[src/rtl/sprite_pkg.sv]
// Shared widths, default parameter values and FSM state type for the sprite ROM arbiter.
// Latency: n/a (declarations only).
// Backpressure: n/a.
package sprite_pkg;

    localparam int ADDR_W = 18;
    localparam int PAL_W  = 5;

    localparam logic [PAL_W-1:0]  DEF_TRANSP_IDX    = 5'd18;
    localparam logic [PAL_W-1:0]  DEF_OVERRUN_IDX   = 5'd18;
    localparam logic [ADDR_W-1:0] DEF_FALLBACK_ADDR = 18'd1704;
    localparam logic [ADDR_W-1:0] DEF_BLANK_ADDR    = 18'd1706;

    typedef enum logic [1:0] {
        ST_IDLE  = 2'd0,
        ST_ISSUE = 2'd1,
        ST_WAIT  = 2'd2,
        ST_CHECK = 2'd3
    } state_e;

endpackage

[src/rtl/layer_prio_enc.sv]
// Find-first-set over the pending layer mask; bit 0 wins.
// Latency: combinational.
// Backpressure: none.
// Ports: req (pending mask) in; idx (lowest set bit) and found (any bit set) out.
module layer_prio_enc #(
    parameter int NUM_LAYERS = 8,
    parameter int IDX_W      = 3
) (
    input  logic [NUM_LAYERS-1:0] req,
    output logic [IDX_W-1:0]      idx,
    output logic                  found
);

    // Scan from the top so the last hit, the lowest index, wins.
    always_comb begin
        idx   = '0;
        found = 1'b0;
        for (int i = NUM_LAYERS - 1; i >= 0; i--) begin
            if (req[i]) begin
                idx   = IDX_W'(i);
                found = 1'b1;
            end
        end
    end

endmodule

[src/rtl/sprite_rom_arbiter.sv]
// Arbitrates sprite layers onto one spriteROM port and emits one palette index per pixel.
// Latency: ROM_LAT+2 cycles from pix_strobe to palette_valid, plus ROM_LAT+1 per transparency retry.
// Backpressure: none; a pix_strobe while busy aborts the pixel (OVERRUN_IDX out, overrun_cnt++).
//
// Ports: clk, reset_n (synchronous, active low); pix_strobe/blank/layer_req/layer_addr pixel
// request (sampled on strobe); rom_addr/rom_q ROM port; palette/palette_valid result;
// busy while a pixel is in flight; overrun_cnt saturating abort count.
// Build option: define SPRITE_TRANSP_EN to enable the transparency retry on layer reads.
module sprite_rom_arbiter
    import sprite_pkg::*;
#(
    parameter int                NUM_LAYERS    = 8,
    parameter int                ROM_LAT       = 1,
    parameter logic [PAL_W-1:0]  TRANSP_IDX    = DEF_TRANSP_IDX,
    parameter logic [ADDR_W-1:0] FALLBACK_ADDR = DEF_FALLBACK_ADDR,
    parameter logic [ADDR_W-1:0] BLANK_ADDR    = DEF_BLANK_ADDR,
    parameter logic [PAL_W-1:0]  OVERRUN_IDX   = DEF_OVERRUN_IDX
) (
    input  logic                         clk,
    input  logic                         reset_n,
    input  logic                         pix_strobe,
    input  logic                         blank,
    input  logic [NUM_LAYERS-1:0]        layer_req,
    input  logic [NUM_LAYERS*ADDR_W-1:0] layer_addr,
    output logic [ADDR_W-1:0]            rom_addr,
    input  logic [PAL_W-1:0]             rom_q,
    output logic [PAL_W-1:0]             palette,
    output logic                         palette_valid,
    output logic                         busy,
    output logic [15:0]                  overrun_cnt
);

    localparam int IDX_W = (NUM_LAYERS > 1) ? $clog2(NUM_LAYERS) : 1;
    localparam int CNT_W = $clog2(ROM_LAT + 1);

`ifdef SPRITE_TRANSP_EN
    localparam bit TRANSP_EN = 1'b1;
`else
    localparam bit TRANSP_EN = 1'b0;
`endif

    state_e                       state;
    logic                         blank_q;
    logic [NUM_LAYERS-1:0]        pend_q;
    logic [NUM_LAYERS*ADDR_W-1:0] addr_q;
    logic                         from_layer_q;
    logic [CNT_W-1:0]             wait_cnt;

    logic [IDX_W-1:0]  enc_idx;
    logic              enc_found;
    logic [ADDR_W-1:0] issue_addr;
    logic              issue_from_layer;
    logic              retry;
    logic              completes;
    logic              do_issue;

    // The bit being read is removed from pend_q at issue time, so pend_q always holds
    // only the lower-priority layers still eligible for a retry.
    layer_prio_enc #(
        .NUM_LAYERS (NUM_LAYERS),
        .IDX_W      (IDX_W)
    ) u_prio (
        .req   (pend_q),
        .idx   (enc_idx),
        .found (enc_found)
    );

    always_comb begin
        issue_addr       = FALLBACK_ADDR;
        issue_from_layer = 1'b0;
        if (!blank_q) begin
            issue_addr = BLANK_ADDR;
        end else if (enc_found) begin
            issue_addr       = addr_q[enc_idx*ADDR_W +: ADDR_W];
            issue_from_layer = 1'b1;
        end
    end

    // Only layer reads retry; blank and fallback reads always complete.
    assign retry     = TRANSP_EN && (state == ST_CHECK) && (rom_q == TRANSP_IDX)
                       && from_layer_q && (|pend_q);
    assign completes = (state == ST_CHECK) && !retry;
    // A retry re-issues straight from CHECK so each extra read costs ROM_LAT+1 cycles.
    assign do_issue  = (state == ST_ISSUE) || retry;

    assign busy = (state != ST_IDLE);

    always_ff @(posedge clk) begin
        if (!reset_n) begin
            state         <= ST_IDLE;
            blank_q       <= 1'b0;
            pend_q        <= '0;
            addr_q        <= '0;
            from_layer_q  <= 1'b0;
            wait_cnt      <= '0;
            rom_addr      <= '0;
            palette       <= '0;
            palette_valid <= 1'b0;
            overrun_cnt   <= '0;
        end else begin
            palette_valid <= 1'b0;

            if (do_issue) begin
                rom_addr     <= issue_addr;
                from_layer_q <= issue_from_layer;
                if (issue_from_layer) begin
                    pend_q[enc_idx] <= 1'b0;
                end
                wait_cnt <= CNT_W'(ROM_LAT);
                state    <= ST_WAIT;
            end else begin
                case (state)
                    ST_WAIT: begin
                        wait_cnt <= wait_cnt - 1'b1;
                        if (wait_cnt == CNT_W'(1)) begin
                            state <= ST_CHECK;
                        end
                    end
                    ST_CHECK: begin
                        palette       <= rom_q;
                        palette_valid <= 1'b1;
                        state         <= ST_IDLE;
                    end
                    default: ;
                endcase
            end

            // A new strobe always wins over the FSM step above. It aborts the current
            // pixel unless that pixel completes in this very cycle.
            if (pix_strobe) begin
                if (busy && !completes) begin
                    palette       <= OVERRUN_IDX;
                    palette_valid <= 1'b1;
                    if (overrun_cnt != 16'hFFFF) begin
                        overrun_cnt <= overrun_cnt + 16'd1;
                    end
                end
                blank_q <= blank;
                pend_q  <= layer_req;
                addr_q  <= layer_addr;
                state   <= ST_ISSUE;
            end
        end
    end

endmodule

[config.mk]
export PLATFORM = sky130hd
export DESIGN_NAME = sprite_rom_arbiter
export DESIGN_NICKNAME = d
export VERILOG_FILES = /design/src/rtl/sprite_pkg.sv /design/src/rtl/layer_prio_enc.sv /design/src/rtl/sprite_rom_arbiter.sv
export SDC_FILE = /design/constraint.sdc
export NUM_CORES = 1
export LEC_CHECK = 0
export ABC_AREA = 1
export BUFFER_PORTS_ARGS = -buffer_cell sky130_fd_sc_hd__buf_2
export CAP_MARGIN = 20
export CORE_MARGIN = 3
export CORE_UTILIZATION = 40
export DETAILED_ROUTE_END_ITERATION = 10
export REMOVE_ABC_BUFFERS = 1
export SKIP_LAST_GASP = 1
export SLEW_MARGIN = 20
export SYNTH_ARGS = -nofsm -noshare
export SYNTH_HDL_FRONTEND = slang
export SYNTH_SLANG_ARGS = --single-unit
[constraint.sdc]
create_clock -name clk -period 3 [get_ports clk]
set_input_delay 0.45 -clock clk [delete_from_list [all_inputs] [get_ports clk]]
set_output_delay 0.45 -clock clk [all_outputs]
set_load 0.05 [all_outputs]
**Word level (Yosys, flattened, before mapping)**

Cells that the tools add are included.

- Input port bits: 161
- Logic and storage cells: 78
- Output and inout port bits: 41
- Register bits after elaboration: 196

- Bitwise operators: 3
- $add $sub $neg: 2
- Order comparisons: 2
- Multiplexer cells: 39
- Multiply operators: 1
- Equality and inequality tests: 6
- Reduce and logical (&&, ||, !) cells: 14
- Shifts and indexed selects: 1

Operator list:

| operator | number |
|---|---|
| $shiftx 144x9->18 | 1 |
| $mux 18 | 2 |
| $mux 3 | 8 |
| $mux 8 | 3 |
| $mux 5 | 4 |
| $mux 1 | 18 |
| $add 16x1->16 const B | 1 |
| $ne 16x16->1 const B | 1 |
| $and 8x8->8 | 1 |
| $not 8->8 | 1 |
| $reduce_bool 2->1 | 4 |
| $mul 3x4->7 const B | 1 |
| $reduce_and 2->1 | 3 |
| $eq 2x2->1 const B | 2 |
| $lt 3x4->1 const B | 1 |
| $mux 2 | 2 |
| $ne 4x4->1 const B | 1 |
| $pmux 2 s2 | 1 |
| $reduce_bool 4->1 | 1 |
| $demux 1 s3 | 1 |
| $ge 3x1->1 const B | 1 |
| $ne 3x3->1 const B | 1 |
| $reduce_and 3->1 | 1 |
| $reduce_bool 3->1 | 1 |
| 6 further kinds | 7 |

**Longest topological paths before layout**

- Word-level depth: 17
- Depth in mapped cells: 15

**Modules after synthesis**

Synthesis repeated with hierarchy kept, for this count alone.

- Cells, all modules: 1346
- Area total of the unflattened synthesis: 8908.5 µm²

By module, submodules not included:

| module | area each (µm²) | cells each | seq. area each (µm²) | instances |
|---|---|---|---|---|
| sprite_rom_arbiter | 8809.7 | 1324 | 3923.8 | 1 |
| layer_prio_enc | 98.8 | 22 | 0.0 | 1 |

**Worst setup path after synthesis**

No wires, ideal clock.

- Path type: register -> register
- From: register overrun_cnt[0]
- To: register overrun_cnt[9]
- Buffers on the path: 0
- Slack: 1075 ps
- Required time: 2883 ps
- Cell stages (with the launch flop): 11
- Data arrival time: 1808 ps
- Setup time: 117 ps
- Cell sequence: dfxtp_1 > ha_1 > nand3_1 > nor2_1 > nand3_1 > nand2_1 > nor2_1 > nand2_1 > nor2_1 > a21oi_1 > nor2_1

- Longest elaborated chain between the ends: 2
- Elaborated cells on any way between the ends: 3

Ends and longest elaborated chain:

| element | RTL line | RTL |
|---|---|---|
| start, declared | sprite_rom_arbiter.sv:30 | `output logic [15:0] overrun_cnt` |
| start signal, assigned | sprite_rom_arbiter.sv:135 | `overrun_cnt <= overrun_cnt + 16'd1;` |
| branches (longest 2 deep; another with $add 16x1->16) | - |  |

Several ways; the timed one is not identified.
A chain may end at the register's enable or synchronous reset.

**Worst setup path in the final report**

- From: register state[1]
- To: register pend_q[1]

- Longest elaborated chain between the ends: 3

Ends and longest elaborated chain:

| element | RTL line | RTL |
|---|---|---|
| start, declared | sprite_rom_arbiter.sv:42 | `state_e state;` |
| start signal, assigned | sprite_rom_arbiter.sv:90 | `state <= ST_IDLE;` |
| start signal, assigned | sprite_rom_arbiter.sv:110 | `state <= ST_WAIT;` |
| start signal, assigned | sprite_rom_arbiter.sv:116 | `state <= ST_CHECK;` |
| $eq 2x1->1 | sprite_rom_arbiter.sv:84 | `assign do_issue = (state == ST_ISSUE) \|\| retry;` |
| $reduce_bool 2->1 (no line) | - |  |
| $reduce_and 2->1 (no line) | - |  |
| end signal, assigned | sprite_rom_arbiter.sv:139 | `pend_q <= layer_req;` |
| end, declared | sprite_rom_arbiter.sv:44 | `logic [NUM_LAYERS-1:0] pend_q;` |

No other way between the ends.

==> results.toml <==
[synth]
yosysTopAreaCell = "dfxtp_1"
synth_ff_type = "dfxtp_1"
synthDominantCellAreaShare_pct = 45.5
avgSynthCellArea_um2 = 7.02
async_flop_share_pct = 0
netlist_area_um2 = 8620
ys_seq_area_share_pct = 45.5
synth_area_leaders = "dfxtp_1, nand3_1, nand2_1"
synth_edf_count = 0
synth_cell_types = 33
ys_ff_latch = 196
ys_top_cells_by_count = "nand2_1, nand3_1, dfxtp_1"
yosysMostFrequentCell = "nand2_1"
netlist_instances = 1229
yosys_warnings = 0

[detailed_routing]
first_pass_iters = 5
ant_nets = 0
drc = 0
vias_per_cell = 5.04
drtIter0Drc = 463
vias = 8404
wl_per_cell_um = 15.2
drt-total-wl_um = 25400

[setup_path]
critical_path_arrival_ns = 2.56
required_ns = 3.30
endpoint_kind = "flip-flop"
crit_start = "state[1]$_SDFFE_PP0P_"
startpoint_type = "flip-flop"
crit_type = "reg2reg"
crit_fanout = 18
crit-reg2reg-launch = "state[1]$_SDFFE_PP0P_"
reg2reg_depth = 8

[grt]
antenna_found_initial = 0
grt_usage_pct = 21.4
first_global_vias = 7896
grt_max_degree = 136
gr-total-overflow = 0
grt_first_pass_wirelength_um = 41000

[job]
maxCapViolCount = 0

[placement]
placed_area_um2 = 9770
gp_congestion = 0.834
dp_hpwl_um = 17100
place_ws_ns = 0.760
io_buffers = 201
placedCellCount = 1636

[finish]
fin_nets = 1547
layout.cells.non_filler = 1668
antenna_cells = 0
drive_above_1_share_pct = 18.9
fillers = 2191
postLayoutCellArea_um2 = 10300
area_growth_pct = 19.8

[clocking]
postCtsSetupBuffers = 0
postCtsResizedCells = 0
cts.sinks = 196
tritoncts = "done"
cts_made_buffers = 17
clkTransAtPathRegs_ns = 0.07
clk-insertion-delay-late_ns = 0.43
cts_max_level = 4
cts_root_buf = "clkbuf_16"
clock_path_buffers = 2
hold_buffers = 0

[status]
status = "finished clean"

[timing]
finalCritPeriodShare_pct = 75.1
grt_setup_unrepaired = "no"
fin_skew_ns = 0.0144
period_needed_ns = 2.25
slew_violations = 0
setup_viol = 0
worst_slack_ns = 0.748
fmax_mhz = 444
finalSetupTns_ns = 0
worst_pin_slew_ns = 0.749
hold_viol_final = 0
relSlewSlack_pct = 50.0

[worst_hold_path]
hold_class = "in2reg"
holdPathStages = 3
hold_start = "layer_addr[61]"

[power_and_ir_drop]
powerDensity_nw_per_um2 = 599
p_leak_nw = 4.69
ir_drop_mv = 0.346

[floorplan]
core_area_um2 = 21100
die_w_um = 153
dieArea_um2 = 23400
rows = 53
initial_core_util_pct = 40.9
io_pins = 202
die_height_um = 153
flip-flops by register name, indices dropped and copies added (netlist names):
signal,cells
overrun_cnt,16
rom_addr,18
state,2
palette_valid,1
wait_cnt,1
pend_q,8
palette,5
blank_q,1
addr_q,144
worst max-delay path, cell delays in order, from the launching register on:
cell     delay, ns
dfxtp_1       0.34
inv_1         0.11
ha_1          0.43
nand2_1       0.15
nor2_2        0.30
buf_4         0.35
inv_1         0.15
nor3_1        0.19
o31ai_1       0.09
routing by layer:
metal | up-vias | wire [um] | global-route usage [%]
li1 | 4333 | - | -
met2 | 208 | 11700 | 34.8
met3 | 28 | 1240 | 3.57
met4 | 0 | 450 | 6.53
met5 | - | 0 | 0
met1 | 3835 | 12000 | 29.4
report_power, final:
part | internal [mW] | total [mW] | switching (mW)
logic | 0.333 | 1.12 | 0.791
registers | 2.77 | 2.85 | 0.0834
clock network | 1.18 | 2.21 | 1.03
total | 4.28 | 6.19 | 1.91
final timing paths:
check / end / slack (ns)
hold reg to reg: addr_q[34]$_SDFFE_PN0P_ / 0.45
setup reg to reg: pend_q[1]$_SDFFE_PN0P_ / 0.75
setup / recovery: pend_q[1]$_SDFFE_PN0P_ / 0.75
hold / removal: addr_q[61]$_SDFFE_PN0P_ / 0.23
metrics by stage:
step / hold slack, ns / total power [mW] / util (%)
floorplan: 0.414 / 3.56 / -
global route: 0.231 / 6.49 / 49.0
global placement: 0.430 / 4.02 / 46.3
detailed placement: 0.433 / 4.04 / 46.3
CTS: 0.220 / 6.24 / 49.0
finish: 0.234 / 6.19 / 49.0
layout by cell type (no fill, tap or decap), types with 2 or more instances in the layout:
cell,instances
a31oi_1,2
nor2_4,4
a21oi_1,36
nand3_1,241
nand2_1,262
buf_2,199
o21ai_1,4
inv_2,4
nor3_1,10
buf_4,14
o211ai_1,3
clkinvlp_4,5
o21ai_0,107
nor2_2,2
ha_1,6
inv_6,3
o31ai_1,3
clkinv_2,2
nand4_1,44
nand2_2,2
dfxtp_1,196
nor4_1,2
clkbuf_16,17
inv_1,121
nand2_4,2
xor2_1,2
buf_12,2
nor2_1,85
cells by family after synthesis:
group,after synthesis,share of synthesized area (%)
simple gates,656,34.0
flops,196,45.5
compound gates,159,9.56
xor+xnor,2,0.203
fa+ha+maj,6,0.871
buf+inv,210,9.81
area by class of cell:
cell class / instances / area (um^2) / area share (%)
clock inverters: 13 / 124 / 1.20
multi-input cells: 823 / 3870 / 37.5
flip-flops and latches: 196 / 3920 / 38.0
inverters: 126 / 475 / 4.60
clock buffers: 19 / 443 / 4.29
well taps: 275 / 344 / 3.33
repair buffers: 216 / 1150 / 11.2
No activity file was read; power rests on OpenSTA's default activity.
